==> config.mk <==
export PLATFORM = sky130hd
export DESIGN_NAME = multi_clk_divider
export DESIGN_NICKNAME = d
export VERILOG_FILES = /design/src/rtl/mcd_pkg.sv /design/src/rtl/mcd_channel.sv /design/src/rtl/multi_clk_divider.sv
export SDC_FILE = /design/constraint.sdc
export NUM_CORES = 1
export LEC_CHECK = 0
export ABC_AREA = 1
export CORE_MARGIN = 8
export CORE_UTILIZATION = 25
export DETAILED_ROUTE_END_ITERATION = 7
export GPL_TIMING_DRIVEN = 0
export HOLD_SLACK_MARGIN = 0.1
export PLACE_DENSITY = 0.44
export SLEW_MARGIN = 10
export SYNTH_ARGS = -nofsm -noshare
export SYNTH_HDL_FRONTEND = slang
export SYNTH_SLANG_ARGS = --single-unit
==> constraint.sdc <==
create_clock -name clk_100MHz -period 7.3 [get_ports clk_100MHz]
set_input_delay 0.73 -clock clk_100MHz [delete_from_list [all_inputs] [get_ports clk_100MHz]]
set_output_delay 0.73 -clock clk_100MHz [all_outputs]
set_load 0.1 [all_outputs]
==> src/rtl/mcd_pkg.sv <==
// mcd_pkg: shared constants, divisor type and half-period helper for multi_clk_divider
package mcd_pkg;
  localparam int MCD_MAX_CH = 16;
  localparam int MCD_DIV_W  = 16;
  typedef logic [MCD_DIV_W-1:0] div_t;
  function automatic logic [31:0] half_ceil(input logic [31:0] d);
    return (d >> 1) + {31'd0, d[0]};
  endfunction
endpackage

==> src/rtl/mcd_channel.sv <==
// mcd_channel: one divider channel with shadowed divisor applied at period boundary
module mcd_channel
  import mcd_pkg::*;
#(
  parameter int DIV_W       = 16,
  parameter int DEFAULT_DIV = 2
) (
  input  logic             clk_100MHz,
  input  logic             rst_n,
  input  logic             wr,
  input  logic [DIV_W-1:0] wdata,
  input  logic             sync,
  output logic             pend,
  output logic             clk_div,
  output logic             tick
);
  localparam logic [DIV_W-1:0] ONE = DIV_W'(1);
  logic [DIV_W-1:0] cnt_q, cnt_d, div_q, div_d, shadow_q, shadow_d, high;
  logic pend_q, pend_d, clk_q, clk_d, tick_q, tick_d, last, apply;
  // next counter, divisor swap and registered outputs derived from the current period position
  always_comb begin
    high     = DIV_W'(half_ceil(32'(div_q)));
    last     = (div_q != '0) && (cnt_q == div_q - ONE);
    apply    = pend_q && (sync || last || div_q <= ONE);
    shadow_d = wr ? wdata : shadow_q;
    pend_d   = wr || (pend_q && !apply);
    div_d    = apply ? shadow_q : div_q;
    cnt_d    = (apply || sync || last || div_q == '0) ? '0 : cnt_q + ONE;
    clk_d    = (div_q > ONE) && (cnt_q < high);
    tick_d   = last;
  end
  // state and output registers
  always_ff @(posedge clk_100MHz or negedge rst_n) begin
    if (!rst_n) begin
      cnt_q    <= '0;
      div_q    <= DIV_W'(DEFAULT_DIV);
      shadow_q <= '0;
      pend_q   <= 1'b0;
      clk_q    <= 1'b0;
      tick_q   <= 1'b0;
    end else begin
      cnt_q    <= cnt_d;
      div_q    <= div_d;
      shadow_q <= shadow_d;
      pend_q   <= pend_d;
      clk_q    <= clk_d;
      tick_q   <= tick_d;
    end
  end
  assign pend    = pend_q;
  assign clk_div = clk_q;
  assign tick    = tick_q;
endmodule

==> src/rtl/multi_clk_divider.sv <==
// multi_clk_divider: N-channel clock divider/tick generator; MCD_SYNC_START_EN adds sync_start phase alignment
module multi_clk_divider
  import mcd_pkg::*;
#(
  parameter int N_CH        = 4,
  parameter int DIV_W       = 16,
  parameter int DEFAULT_DIV = 2
) (
  input  logic             clk_100MHz,
  input  logic             rst_n,
`ifdef MCD_SYNC_START_EN
  input  logic             sync_start,
`endif
  input  logic [N_CH-1:0]  div_wr,
  input  logic [DIV_W-1:0] div_wdata,
  output logic [N_CH-1:0]  div_pend,
  output logic [N_CH-1:0]  clk_div,
  output logic [N_CH-1:0]  tick
);
  logic sync;
`ifdef MCD_SYNC_START_EN
  assign sync = sync_start;
`else
  assign sync = 1'b0;
`endif
  if (N_CH < 1 || N_CH > MCD_MAX_CH) begin : g_bad_n_ch
    $error("N_CH out of range");
  end
  for (genvar i = 0; i < N_CH; i++) begin : g_ch
    mcd_channel #(.DIV_W(DIV_W), .DEFAULT_DIV(DEFAULT_DIV)) u_ch (
      .clk_100MHz(clk_100MHz),
      .rst_n     (rst_n),
      .wr        (div_wr[i]),
      .wdata     (div_wdata),
      .sync      (sync),
      .pend      (div_pend[i]),
      .clk_div   (clk_div[i]),
      .tick      (tick[i])
    );
  end
endmodule

==> impl_summary.txt, run 1 <==
----------------------------------------------------
[Worst hold path]
  Depth of the worst hold-timing path ... 2
  Hold endpoint ... g_ch[3].u_ch.div_q[1]$_DFFE_PN1P_
  Path category of the worst min-delay check ... reg2reg
  Min-delay src ... g_ch[3].u_ch.div_q[1]$_DFFE_PN1P_

[CTS]
  Clock tree from TritonCTS ... done
  Clock H-tree levels ... 1
  Buffers inserted during post-CTS setup optimization ... 0
  Clk root buf ... clkbuf_16
  Buffer depth of the longest clock path ... 3
  Clock edge transition at the registers on the reported setup and hold paths ... 60 ps
  CTS buffer count ... 25
  CTS resizes ... 0
  Clock Sinks ... 204
  Worst-Skew Late Latency ... 530 ps
  CTS Hold Buffers Added ... 1

[Drt]
  Count of vias placed by the detailed router ... 11280
  Vias per cell ... 4.271
  DR WL/cell ... 13.27 µm
  DRT antenna net count ... 0
  Final WL ... 35050 µm
  Post-route DRC ... 0
  Drt initial violations ... 485
  DR pass1 iterations ... 4

[Timing]
  Final worst path period share ... 0.4558
  Total of endpoints with negative setup slack in the final report ... 0
  Final min period ... 3328 ps
  Largest clock skew in the final design ... 7.521 ps
  Post-Route Hold Slack ... 487.3 ps
  Slew HR ... 0.3486
  Total count of hold-check failures in the final report ... 0
  Highest clock rate ... 0.3005 GHz
  Count of pins over their slew limit ... 0
  Worst Max-Slew Pin Slew ... 974.1 ps
  Setup repair after global routing missed its margin ... false
  Setup TNS ... 0 ps

[Floorplanning]
  Overall die area ... 0.06467 mm²
  Initial Utilization ... 0.2523
  DIE WIDTH ... 254.3 µm
  Number of rows created at floorplan ... 87
  Core footprint ... 0.05628 mm²
  Die Height ... 254.3 µm
  Top-Level Pins ... 34

[Synth]
  Synthesized net count ... 1914
  Synthesized cell area ... 0.01420 mm²
  Portion of the post-synthesis area used by sequential elements ... 0.3600
  Warning count from the yosys run ... 0
  Number of distinct library cells after synthesis ... 46
  Count of mapped cells out of synthesis ... 1808
  Post-synthesis sequential element count ... 204
  Average footprint of a synthesized cell ... 7.852 µm²

[Place]
  Placer's final routability congestion estimate ... 0.8163
  Hpwl dp ... 27270 µm
  Count of buffers inserted at the top-level ports ... 29
  Inst Count DP ... 2595

[Critical path]
  Sum of buffers and inverters on the critical path ... 1
  Setup crit start kind ... flip-flop
  Largest fanout on the critical path ... 4
  Endpoint type of the worst setup path ... flip-flop
  Crit Path Class ... reg2reg
  Depth of the most critical reg-to-reg path ... 16
  R2R setup slack ... 3970 ps
  Slowest stage cell on the critical path ... dfstp_2
  Critical path arrival ... 3740 ps
  CP cell instances ... ha_1 > ha_1 > nand3_1 > nor3_1 > nand3_1 > nor2_1 > nand3_1 > nor3_1 > xnor2_1 > ha_1 > nand2_1 > inv_1 > nand3_1 > nor3_1 > o21ai_0 > and3_1
  Family of cells with the greatest summed delay on the critical path ... simple AND/OR/NAND/NOR gates
  Destination of the worst register-to-register timing path ... g_ch[1].u_ch.clk_div$_DFF_PN0_
  Source of the worst register-to-register timing path ... g_ch[1].u_ch.div_q[1]$_DFFE_PN1P_
  Critical Path Most Common Cell ... nand3_1
  Max incr delay on CP ... 560 ps
  CP Data Required Time ... 7710 ps

[Global route]
  Via count of the first global-routing pass ... 11780
  Largest net degree at the start of global routing ... 92
  Total congestion overflow after global routing ... 0
  Global-route wire length before repair ... 59280 µm
  Total global routing track utilization ... 0.1103
  Antenna violations before repair ... 0

[Run status]
  Status ... complete, no violations

[Finish]
  Most used cells in the layout excluding fill and tap cells ... nand2_1, nor2_1, dfrtp_1
  Post-Layout Cell Count ... 2641
  Number of nets in the final layout ... 1973
  Number of antenna repair diodes ... 0
  Finished Core Util ... 0.2906
  Syn-to-layout area delta ... 15.22%
  Ratio of cells with drive above 1 in the final layout ... 0.1252
  Most common library cell in the layout ignoring fill and taps ... nand2_1

[Pwr]
  Static leakage ... 7.850 nW
  Pwr per Cell Area ... 374.8 mW/mm²
  Overall Power ... 6.130 mW
  Peak supply drop ... 144.5 µV

[Job]
  Count of maximum capacitance violations ... 0

----------------------------------------------------
## cells in the mapped netlist (all sizes together)
library cell / n / area share
nor3b: 3 / 0.0019
o21ai: 28 / 0.010
nor4: 4 / 0.0018
nor3: 31 / 0.012
ha: 84 / 0.074
clkbuf: 23 / 0.0062
dfstp: 4 / 0.0074
dfrtp: 200 / 0.35
o2111ai: 3 / 0.0019
nand4: 28 / 0.013
xnor2: 49 / 0.030
o21bai: 5 / 0.0029
a21oi: 35 / 0.012
inv: 167 / 0.044
clkinv: 2 / 0.00053
a21o: 4 / 0.0021
o211ai: 7 / 0.0051
and3: 4 / 0.0018
nand2: 482 / 0.13
nand3: 169 / 0.060
mux2: 64 / 0.051
nor2: 227 / 0.070
or2: 3 / 0.0013
nand3b: 17 / 0.0093
buf: 58 / 0.027
xor2: 107 / 0.067
## cells by family (layout without fill, tap and decap cells)
family	after synthesis	count (layout)	share of synthesized area
buffers and inverters	250	327	0.07738
muxes	64	64	0.05077
DFF	204	204	0.3600
and+or+nand+nor	968	968	0.3061
adders and majority gates	84	84	0.07404
xor gates and xnor gates	156	156	0.09730
AOI/OAI and AO/OA	82	82	0.03446
## where the power goes
| part | switching (mW) | internal, mW |
|---|---|---|
| clock | 0.492 | 0.787 |
| sequential | 0.297 | 1.43 |
| combinational | 1.96 | 1.16 |
| total | 2.75 | 3.38 |
## final cells by class
class,count,area (µm²)
fill,6074,39920
multi-input combinational,1354,7988
sequential,204,5110
tap,756,945.9
clock buffer,38,764.5
inverter,169,634.4
buffer,81,464.2
timing repair buffer,32,360.3
clock inverter,7,90.09
## worst max-delay path by stage
stage / startpoint / to / slack (ps) / cells past startpoint
final: g_ch[1].u_ch.div_q[1]$_DFFE_PN1P_ / g_ch[1].u_ch.clk_div$_DFF_PN0_ / 3970 / 16
after global routing: g_ch[3].u_ch.div_q[1]$_DFFE_PN1P_ / g_ch[3].u_ch.clk_div$_DFF_PN0_ / 3550 / 16
after CTS: g_ch[1].u_ch.div_q[1]$_DFFE_PN1P_ / g_ch[1].u_ch.clk_div$_DFF_PN0_ / 3900 / 16
after detailed placement: g_ch[1].u_ch.div_q[1]$_DFFE_PN1P_ / g_ch[1].u_ch.clk_div$_DFF_PN0_ / 3920 / 16
after global placement: rst_n / g_ch[0].u_ch.div_q[0]$_DFFE_PN0P_ / -3710 / 1
after floorplan: g_ch[2].u_ch.div_q[1]$_DFFE_PN1P_ / g_ch[2].u_ch.clk_div$_DFF_PN0_ / 4470 / 16
## per-layer routing
layer	vias to the layer above	track usage	wire, µm
met5	-	0	0
met4	0	0.03056	1012
met3	44	0.01437	827
met2	100	0.1948	16780
met1	5244	0.1399	16420
li1	5891	-	-
## sequential cells by signal (all words and copies together), names as in the netlist
register,count
g_ch.u_ch.pend,4
g_ch.u_ch.shadow_q,64
g_ch.u_ch.tick,4
g_ch.u_ch.clk_div,4
g_ch.u_ch.cnt_q,64
g_ch.u_ch.div_q,64
## per-stage QoR
step	setup WS (ps)	instance area [µm²]
floorplan	4468	14200
global placement	-3710	15430
detailed placement	3918	15490
CTS	3901	16360
global route	3548	16360
finish	3972	16360
## worst min-delay path, stage by stage (launching register included)
cell and delay [ps]:
dfstp_2 380, nand2_1 60, nand2_1 40
Note: power is estimated with default switching activity, not from simulation.
==> inputs of run 2 (changes only) <==
==> constraint.sdc (replaced) <==
create_clock -name clk_100MHz -period 3.2 [get_ports clk_100MHz]
set_input_delay 0.32 -clock clk_100MHz [delete_from_list [all_inputs] [get_ports clk_100MHz]]
set_output_delay 0.32 -clock clk_100MHz [all_outputs]
set_load 0.1 [all_outputs]
==> run 2 against run 1 <==
  * Die area unchanged
  * Critical path depth increased by 1
  * Largest cell class unchanged
  * Non-clock buffer count increased by 14
  * Core utilization increased by 0.70 points
  * Wire length increased by 0.87%
  * Total power increased by 130%
  * Sequential share of layout area decreased by 0.73 points
  * Register-to-register slack got worse by 3800 ps
  * Global-route usage about the same
  * Clock power increased by 130%
  * Clock skew about the same
  * Via count increased by 0.69%
==> impl_summary.txt, run 2 (synthesis gave the netlist of run 1 again) <==
----------------------------------------------------
[Timing]
  Post-Route Hold Slack ... 237.3 ps (was 487.3 ps)
  Final WS setup ... 210.8 ps (was 3972 ps)
  Worst Max-Slew Pin Slew ... 974.1 ps (about the same)
  Final min period ... 2989 ps (was 3328 ps)
  Slew HR ... 0.3486 (about the same)
  Largest clock skew in the final design ... 7.446 ps (was 7.521 ps)
  Total count of hold-check failures in the final report ... 0 (unchanged)
  Count of pins over their slew limit ... 0 (unchanged)
  Highest clock rate ... 0.3345 GHz (was 0.3005 GHz)
  Final worst path period share ... 0.9341 (was 0.4558)
  Total of endpoints with negative setup slack in the final report ... 0 (unchanged)

[Worst hold path]
  Path category of the worst min-delay check ... in2async (was reg2reg)

[Finish]
  Area occupied by multi-input gates ... 0.008275 mm² (was 0.007988 mm²)
  Most common library cell in the layout ignoring fill and taps ... nand2_1 (unchanged)
  Sequential cell area ... 0.005110 mm² (unchanged)
  Number of nets in the final layout ... 1987 (was 1973)
  Number of fill cells in the layout ... 6042 (was 6074)
  Post-route cell area ... 0.01675 mm² (was 0.01636 mm²)
  Most used cells in the layout excluding fill and tap cells ... nand2_1, dfrtp_1, nor2_1 (was nand2_1, nor2_1, dfrtp_1)
  Number of antenna repair diodes ... 0 (unchanged)
  Largest registers ... g_ch.u_ch.cnt_q (64), g_ch.u_ch.div_q (64), g_ch.u_ch.shadow_q (64) (unchanged)
  Ratio of cells with drive above 1 in the final layout ... 0.1575 (was 0.1252)
  Syn-to-layout area delta ... 17.99% (was 15.22%)

[Global route]
  Total congestion overflow after global routing ... 0 (unchanged)
  Antenna violations before repair ... 0 (unchanged)
  Largest net degree at the start of global routing ... 92 (unchanged)
  Global-route wire length before repair ... 59280 µm (about the same)
  Via count of the first global-routing pass ... 11780 (about the same)
  Total global routing track utilization ... 0.1103 (about the same)

[CTS]
  CTS buffer count ... 25 (unchanged)
  Worst-Skew Late Latency ... 530 ps (about the same)
  Clock tree from TritonCTS ... done (unchanged)
  Clock edge transition at the registers on the reported setup and hold paths ... 60 ps (about the same)
  Buffer depth of the longest clock path ... 3 (unchanged)
  Clock H-tree levels ... 1 (unchanged)
  Clk root buf ... clkbuf_16 (unchanged)
  Clock Sinks ... 204 (unchanged)

[Pwr]
  Peak supply drop ... 328.4 µV (was 144.5 µV)
  Pwr per Cell Area ... 846.5 mW/mm² (was 374.8 mW/mm²)
  Static leakage ... 7.977 nW (was 7.850 nW)

[Drt]
  Post-route DRC ... 0 (unchanged)
  Count of vias placed by the detailed router ... 11360 (was 11280)
  DR pass1 iterations ... 4 (unchanged)
  DR WL/cell ... 13.31 µm (was 13.27 µm)
  Drt initial violations ... 453 (was 485)
  Final WL ... 35350 µm (was 35050 µm)
  DRT antenna net count ... 0 (unchanged)
  Vias per cell ... 4.278 (was 4.271)

[Place]
  Hpwl dp ... 27270 µm (unchanged)
  Placement-stage worst setup slack ... -182.3 ps (was 3918 ps)
  Dpl cell area ... 0.01549 mm² (unchanged)
  Placer's final routability congestion estimate ... 0.8163 (unchanged)
  Count of buffers inserted at the top-level ports ... 29 (unchanged)

[Floorplanning]
  Initial Utilization ... 0.2523 (unchanged)
  DIE WIDTH ... 254.3 µm (unchanged)
  Top-Level Pins ... 34 (unchanged)
  Core footprint ... 0.05628 mm² (unchanged)
  Number of rows created at floorplan ... 87 (unchanged)
  Die Height ... 254.3 µm (unchanged)
  Overall die area ... 0.06467 mm² (unchanged)

[Run status]
  Status ... complete, no violations (unchanged)

[Critical path]
  Critical path arrival ... 3410 ps (was 3740 ps)
  Largest fanout on the critical path ... 4 (unchanged)
  R2R setup slack ... 210 ps (was 3970 ps)
  Crit Path Class ... reg2reg (unchanged)
  Setup crit start kind ... flip-flop (unchanged)
  Endpoint type of the worst setup path ... flip-flop (unchanged)
  CP Data Required Time ... 3620 ps (was 7710 ps)

[Job]
  Count of maximum capacitance violations ... 0 (unchanged)

----------------------------------------------------
## run 2: critical path, cell delays in order (launching register included)
cell,delay [ps]
dfstp_2,580
ha_4,150
nand3_2,110
nor3_4,240
nand3_2,140
nor2_4,130
nand2_2,80
nor2_4,130
inv_2,60
nor3_4,170
nand4_1,110
ha_1,310
nand2_1,70
inv_1,70
nand3_2,80
nor3_2,180
o21ai_0,100
and3_1,160
## run 2: worst paths after layout
check                                                   from                               endpoint  cells past startpoint
min reg2reg                g_ch[2].u_ch.div_q[1]$_DFFE_PN1P_      g_ch[2].u_ch.div_q[1]$_DFFE_PN1P_                      2
max in group asynchronous                              rst_n      g_ch[1].u_ch.div_q[1]$_DFFE_PN1P_                      4
max                        g_ch[0].u_ch.div_q[1]$_DFFE_PN1P_         g_ch[0].u_ch.clk_div$_DFF_PN0_                     17
min                                                    rst_n       g_ch[2].u_ch.cnt_q[10]$_DFF_PN0_                      2
max reg2reg                g_ch[0].u_ch.div_q[1]$_DFFE_PN1P_         g_ch[0].u_ch.clk_div$_DFF_PN0_                     17
min in group clk_100MHz                            div_wr[1]  g_ch[1].u_ch.shadow_q[15]$_DFFE_PN0P_                      2
## run 2: what timing repair did
| action | in CTS | in global routing |
|---|---|---|
| hold endpoints to repair | 122 | 0 |
| hold buffers | 1 | 0 |
| endpoints found under the setup margin | 4 | 4 |
| buffers inserted | 1 | 13 |
| resized for setup | 9 | 54 |
| pin swaps | 1 | 23 |
| gates cloned | 0 | 0 |
## run 2: layout make-up
class | count | share of cell area
clock inverter | 7 | 0.005378
tap | 756 | 0.05647
inverter | 169 | 0.03787
multi-input combinational | 1354 | 0.4941
clock buffer | 38 | 0.04564
buffer | 81 | 0.02771
timing repair buffer | 46 | 0.02779
sequential | 204 | 0.3051
## run 2: routing by layer
layer	wire length, µm	share of wire	vias to the layer above	track usage
li1	-	-	5923	-
met1	16460	0.47	5282	0.1398
met2	16990	0.48	106	0.1948
met3	881	0.025	46	0.01437
met4	1020	0.029	0	0.03056
met5	0	0	-	0
## run 2: report_power, final
part,internal (mW),switching (mW),total [mW]
Sequential,3.26,0.706,3.97
Clock,1.80,1.12,2.92
Combinational,2.69,4.60,7.29
Total,7.75,6.43,14.2
## run 2: stage by stage
step	setup TNS (ps)	power [mW]	util	instances
3_3_place_gp	-1492680	11.05	0.2742	2593
6_report	0	14.18	0.2976	2655
2_1_floorplan	0	9.544	-	1808
4_1_cts	0	14.24	0.2915	2642
5_1_grt	-7.633	15.68	0.2976	2655
3_5_place_dp	-399.7	11.16	0.2753	2595
